<file path="src/rtl/ccff_loader_pkg.sv">
// Shared types and constants for the ccff configuration-chain loader.
package ccff_loader_pkg;

  // Loader sequencing states.
  typedef enum logic [1:0] {
    IDLE  = 2'd0,
    LOAD  = 2'd1,
    SHIFT = 2'd2,
    DONE  = 2'd3
  } ccff_ld_state_t;

  // CRC-8 over the serial configuration stream (x^8 + x^2 + x + 1).
  localparam logic [7:0] CRC8_POLY = 8'h07;
  localparam logic [7:0] CRC8_INIT = 8'h00;

endpackage

</file>
<file path="src/rtl/ccff_crc8_serial.sv">
// Bit-serial CRC-8 (MSB-first) with synchronous clear and update enable.
// Used by ccff_stream_loader only when CCFF_STREAM_CRC_EN is defined.
module ccff_crc8_serial
  import ccff_loader_pkg::*;
(
  input  logic       clk,
  input  logic       rst_n,
  input  logic       clr,
  input  logic       en,
  input  logic       din,
  output logic [7:0] crc
);

  logic fb;

  assign fb = crc[7] ^ din;

  // Shift one bit into the CRC per enabled cycle; clear takes precedence.
  always_ff @(posedge clk or negedge rst_n) begin
    if (!rst_n) begin
      crc <= CRC8_INIT;
    end else if (clr) begin
      crc <= CRC8_INIT;
    end else if (en) begin
      crc <= {crc[6:0], 1'b0} ^ (fb ? CRC8_POLY : 8'h00);
    end
  end

endmodule

</file>
<file path="src/rtl/ccff_stream_loader.sv">
// Configuration-chain loader: takes bitstream words over valid/ready,
// serialises them MSB-first onto ccff_head with a per-bit shift_en, and
// frames the load with config_enable / busy / done.
// Optional build macro CCFF_STREAM_CRC_EN adds a CRC-8 of the shifted bits
// on cfg_crc; without it cfg_crc is tied to zero.
module ccff_stream_loader
  import ccff_loader_pkg::*;
#(
  parameter  int CHAIN_LEN = 2,
  parameter  int DATA_W    = 8,
  localparam int CNT_W     = $clog2(CHAIN_LEN + 1)
) (
  input  logic              prog_clk,
  input  logic              pReset_n,
  input  logic              start,
  input  logic              abort,
  input  logic [DATA_W-1:0] s_data,
  input  logic              s_valid,
  output logic              s_ready,
  output logic              ccff_head,
  output logic              shift_en,
  output logic              config_enable,
  output logic              busy,
  output logic              done,
  output logic [CNT_W-1:0]  bits_left,
  output logic [7:0]        cfg_crc
);

  ccff_ld_state_t    state;
  logic [DATA_W-1:0] shreg;
  logic [DATA_W-1:0] shreg_nx;
  logic [CNT_W-1:0]  word_cnt;

  // Bits of the next word that actually go into the chain: a whole word,
  // or only the top bits_left MSBs of the final partial word.
  function automatic logic [CNT_W-1:0] word_bits(input logic [CNT_W-1:0] left);
    if (int'(left) >= DATA_W) return CNT_W'(DATA_W);
    return left;
  endfunction

  assign shreg_nx = shreg << 1;

  // Loader FSM. ccff_head/shift_en are registered so that while in SHIFT
  // they present shreg's MSB; the chain takes that bit on the edge that
  // leaves the cycle, which is also when bits_left is decremented.
  always_ff @(posedge prog_clk or negedge pReset_n) begin
    if (!pReset_n) begin
      state         <= IDLE;
      shreg         <= '0;
      bits_left     <= '0;
      word_cnt      <= '0;
      s_ready       <= 1'b0;
      ccff_head     <= 1'b0;
      shift_en      <= 1'b0;
      config_enable <= 1'b0;
      busy          <= 1'b0;
      done          <= 1'b0;
    end else begin
      done <= 1'b0;
      case (state)
        IDLE: begin
          if (start) begin
            state         <= LOAD;
            bits_left     <= CNT_W'(CHAIN_LEN);
            config_enable <= 1'b1;
            busy          <= 1'b1;
            s_ready       <= 1'b1;
          end
        end

        LOAD: begin
          if (abort) begin
            state         <= IDLE;
            s_ready       <= 1'b0;
            config_enable <= 1'b0;
            busy          <= 1'b0;
          end else if (s_valid && s_ready) begin
            shreg     <= s_data;
            word_cnt  <= word_bits(bits_left);
            state     <= SHIFT;
            s_ready   <= 1'b0;
            shift_en  <= 1'b1;
            ccff_head <= s_data[DATA_W-1];
          end
        end

        SHIFT: begin
          // The bit on ccff_head is clocked into the chain this edge,
          // even when aborting, so it is always accounted for.
          shreg     <= shreg_nx;
          bits_left <= bits_left - CNT_W'(1);
          word_cnt  <= word_cnt - CNT_W'(1);
          if (abort) begin
            state         <= IDLE;
            shift_en      <= 1'b0;
            ccff_head     <= 1'b0;
            config_enable <= 1'b0;
            busy          <= 1'b0;
          end else if (word_cnt == CNT_W'(1)) begin
            shift_en  <= 1'b0;
            ccff_head <= 1'b0;
            if (bits_left == CNT_W'(1)) begin
              state <= DONE;
              done  <= 1'b1;
            end else begin
              state   <= LOAD;
              s_ready <= 1'b1;
            end
          end else begin
            ccff_head <= shreg_nx[DATA_W-1];
          end
        end

        DONE: begin
          state         <= IDLE;
          config_enable <= 1'b0;
          busy          <= 1'b0;
        end

        default: begin
          state <= IDLE;
        end
      endcase
    end
  end

`ifdef CCFF_STREAM_CRC_EN
  logic crc_clr;

  assign crc_clr = (state == IDLE) && start;

  ccff_crc8_serial u_crc (
    .clk   (prog_clk),
    .rst_n (pReset_n),
    .clr   (crc_clr),
    .en    (shift_en),
    .din   (ccff_head),
    .crc   (cfg_crc)
  );
`else
  assign cfg_crc = 8'h00;
`endif

endmodule

</file>
<file path="config.mk">
export PLATFORM = sky130hd
export DESIGN_NAME = ccff_stream_loader
export DESIGN_NICKNAME = d
export VERILOG_FILES = /design/src/rtl/ccff_loader_pkg.sv /design/src/rtl/ccff_crc8_serial.sv /design/src/rtl/ccff_stream_loader.sv
export SDC_FILE = /design/constraint.sdc
export NUM_CORES = 1
export LEC_CHECK = 0
export BUFFER_PORTS_ARGS = -buffer_cell sky130_fd_sc_hd__buf_2
export CAP_MARGIN = 20
export CORE_ASPECT_RATIO = 0.6
export CORE_MARGIN = 2
export CORE_UTILIZATION = 46
export DETAILED_ROUTE_END_ITERATION = 10
export PLACE_DENSITY = 0.71
export SETUP_SLACK_MARGIN = 0.2
export SYNTH_ARGS = -nofsm -noshare
export SYNTH_HDL_FRONTEND = slang
export SYNTH_HIERARCHICAL = 1
export SYNTH_SLANG_ARGS = --single-unit
</file>
<file path="constraint.sdc">
create_clock -name prog_clk -period 1.5 [get_ports prog_clk]
set_input_delay 0.225 -clock prog_clk [delete_from_list [all_inputs] [get_ports prog_clk]]
set_output_delay 0.225 -clock prog_clk [all_outputs]
set_load 0.05 [all_outputs]
</file>
==> flow_metrics.py <==
metrics = {
    "status": {
        "status": "complete, but fails checks",
        "violations": "negative setup slack",
    },
    "critical_path": {
        "start_kind": "flip-flop",
        "path_common_cell": "buf_4",
        "crit_chain": "inv_4 > buf_4 > buf_4 > ha_1 > nor3_1 > mux2_4",
        "critical_path.top_delay_family": "flip-flops",
        "cp.required_ns": 1.70,
        "crit_type": "flip-flop to flip-flop",
        "cpPeakStageDelay_ns": 0.43,
        "cp_max_fo": 4,
        "setup.worst_path.end_class": "flip-flop",
        "cp_num_buf_inv": 3,
        "slowest_stage": "dfrtp_2",
        "cp.arrival_ns": 1.70,
    },
    "clock_network": {
        "cts_max_path_buffers": 2,
        "cts_root_buf": "clkbuf_8",
        "cts_tree": "done",
        "clock_latency_ns": 0.26,
        "clkTransAtPathRegs_ns": 0.08,
        "clock_sinks": 18,
        "htreeDepth": 1,
        "cts_inserted_buffers": 3,
    },
    "timing": {
        "setup-violations-final": 1,
        "post-route-period-util": 1.00,
        "drv_slew": 0,
        "finalClockSkew_ns": 0.00743,
        "layout_setup_ws_ns": -0.00742,
        "rsz0062_at_grt": "yes",
        "fmax_mhz": 663,
        "finalCriticalPeriod_ns": 1.51,
        "timing.hold.ws_ns": 0.230,
        "finalHoldViolCount": 0,
    },
    "synthesis": {
        "synth-seq-area-share": 0.405,
        "synth_edf_count": 0,
        "ys.flop_type": "dfrtp_1",
        "syn_area_mm2": 0.00111,
        "synthCells": 112,
        "synth_area_per_cell_um2": 9.93,
        "async_flop_share": 1.00,
        "ys_warn_count": 6,
        "ys_types": 30,
        "ys_ff_latch": 18,
    },
    "place": {
        "placedCellCount": 161,
        "dp.final_hpwl_um": 1590,
        "gp_congestion": 0.829,
        "port-buffer-count": 20,
        "preCtsSetupSlack_ns": -0.0364,
    },
    "hold_path": {
        "hold_class": "input port to flip-flop",
    },
    "power": {
        "p_sw_frac": 0.454,
        "p_int_uw": 1980,
        "leakagePower_uw": 0.000784,
        "power_density_mw_per_mm2": 2180,
        "p_sw_uw": 1650,
        "p_clk_frac": 0.114,
        "peakVddDrop_v": 0.00129,
        "combPwrFrac": 0.631,
        "power_frac_seq": 0.255,
    },
    "detailed_routing": {
        "wire_per_inst_um": 16.5,
        "vias": 936,
        "drc": 0,
        "drt_wl_total_um": 3030,
        "drtIter0Drc": 78,
        "ant_nets": 0,
        "firstDrtPassIters": 4,
        "avgViaCountPerCell": 5.11,
    },
    "cells_and_area": {
        "fill_cells": 144,
        "post_route_cells_drive_above_1_share": 0.582,
        "nNetsFinal": 176,
        "n_antenna_cell": 0,
        "finalNonFillerCells": 183,
        "synthToLayoutAreaGrowth_pct": 49.7,
    },
    "floorplan": {
        "die_y_um": 42.1,
        "dieWidth_um": 67.5,
        "ios": 29,
        "fp-row-count": 13,
        "fp.coreArea_mm2": 0.00223,
        "initial_core_util": 0.499,
        "die_area_mm2": 0.00284,
    },
    "global_route": {
        "grt.overflow.total": 0,
        "grt_pass1_vias": 847,
        "antenna_found_initial": 0,
        "grt_pass1_wl_um": 3980,
        "grt_max_degree": 21,
        "grt_usage": 0.190,
    },
    "job": {
        "drv_cap": 0,
    },
}
power by group through the flow:
stage               clock [uW]  sequential (uW)  combinational (uW)
floorplan                    0             1080                 959
finish                     416              926                2290
detailed placement           0              867                1490
global placement             0              852                1450
global route               435              950                2440
CTS                        414              857                1730
tightest hold or removal path, delay by kind of cell:
family | cells | cell delay [ns]
buffers and inverters | 1 | 0.07
AO/OA/AOI/OAI | 1 | 0.10
multiplexers | 1 | 0.06
synthesized netlist by cell type, drive strengths merged, types with 2 or more instances:
master | number | area share
dfrtp | 18 | 0.40
nand2 | 15 | 0.055
mux2 | 2 | 0.027
o21ai | 14 | 0.063
nor3 | 2 | 0.0090
a21oi | 5 | 0.022
a31oi | 2 | 0.025
inv | 8 | 0.027
buf | 12 | 0.079
ha | 9 | 0.10
mux2i | 10 | 0.090
nor2b | 3 | 0.019
kinds of logic (layout without fill, tap and decap cells):
group                    count (synthesis)  after routing  synth area share
AO/OA/AOI/OAI                           25             25             0.146
AND/OR/NAND/NOR                         25             25             0.110
buffers and inverters                   21             55             0.109
flip-flops                              18             18             0.405
multiplexers                            12             12             0.117
adder cells (fa/ha/maj)                  9              9             0.101
other                                    1              8           0.00337
XOR/XNOR                                 1              1           0.00788
state kept, by name (all words and copies together) (netlist names):
| signal | cells |
|---|---|
| word_cnt | 2 |
| s_ready | 1 |
| ccff_head | 1 |
| busy | 1 |
| state | 2 |
| shreg | 7 |
| shift_en | 1 |
| done | 1 |
| bits_left | 2 |
area by class of cell:
cell class | count | area (um^2) | share of cell area
sequential | 18 | 457 | 0.274
multi-input combinational | 80 | 739 | 0.444
inverter | 8 | 35.0 | 0.0210
timing repair buffer | 43 | 342 | 0.205
clock buffer | 4 | 55.1 | 0.0331
tap | 30 | 37.5 | 0.0225
what timing repair did:
item | 4_1_cts | 5_1_grt
endpoints found under the hold margin | 18 | 0
pin swaps | 2 | 11
hold buffers | 1 | 0
setup endpoints to repair | 17 | 18
gates resized for setup | 9 | 43
gates cloned | 0 | 3
buffers inserted | 8 | 6
per-layer routing:
metal | track usage | vias to the layer above | share of wire
li1 | - | 446 | -
met2 | 0.294 | 34 | 0.46
met4 | 0.0367 | 0 | 0.019
met1 | 0.268 | 447 | 0.48
met5 | 0 | - | 0
met3 | 0.0484 | 9 | 0.044
cell usage in the layout, fill, tap and decap left out, drive strengths merged, types with 2 or more instances in the layout:
cell	netlist	final
conb	1	8
ha	9	9
nor2b	3	3
mux2	2	2
buf	12	40
a21oi	5	5
dfrtp	18	18
inv	8	8
nand2	15	15
nor3	2	2
clkbuf	1	6
o21ai	14	14
mux2i	10	10
a31oi	2	2
metrics by stage:
stage,power [uW],area (um^2),TNS [ns],utilization
final,3630,1670,-0.00742,0.747
after global placement,2300,1260,0,0.565
after detailed placement,2360,1260,-0.0364,0.565
after global routing,3830,1670,-0.410,0.747
after CTS,3000,1430,0,0.640
after floorplan,2040,1170,0,-
path summary, 6_finish.rpt:
path                                         startpoint                       to  slack, ns  cells after the start
worst max-delay path               state[0]$_DFFE_PN0P_     state[1]$_DFFE_PN0P_     -0.007                      6
worst min-delay path                          s_data[5]     shreg[5]$_DFFE_PN0P_       0.23                      3
worst max register to register     state[0]$_DFFE_PN0P_     state[1]$_DFFE_PN0P_     -0.007                      6
worst min register to register  word_cnt[1]$_DFFE_PN0P_  word_cnt[1]$_DFFE_PN0P_       0.49                      2
max in group asynchronous                      pReset_n     state[0]$_DFFE_PN0P_       0.76                      2
min in group asynchronous                      pReset_n     shreg[3]$_DFFE_PN0P_       0.42                      2
(Power assumes the default switching activity.)
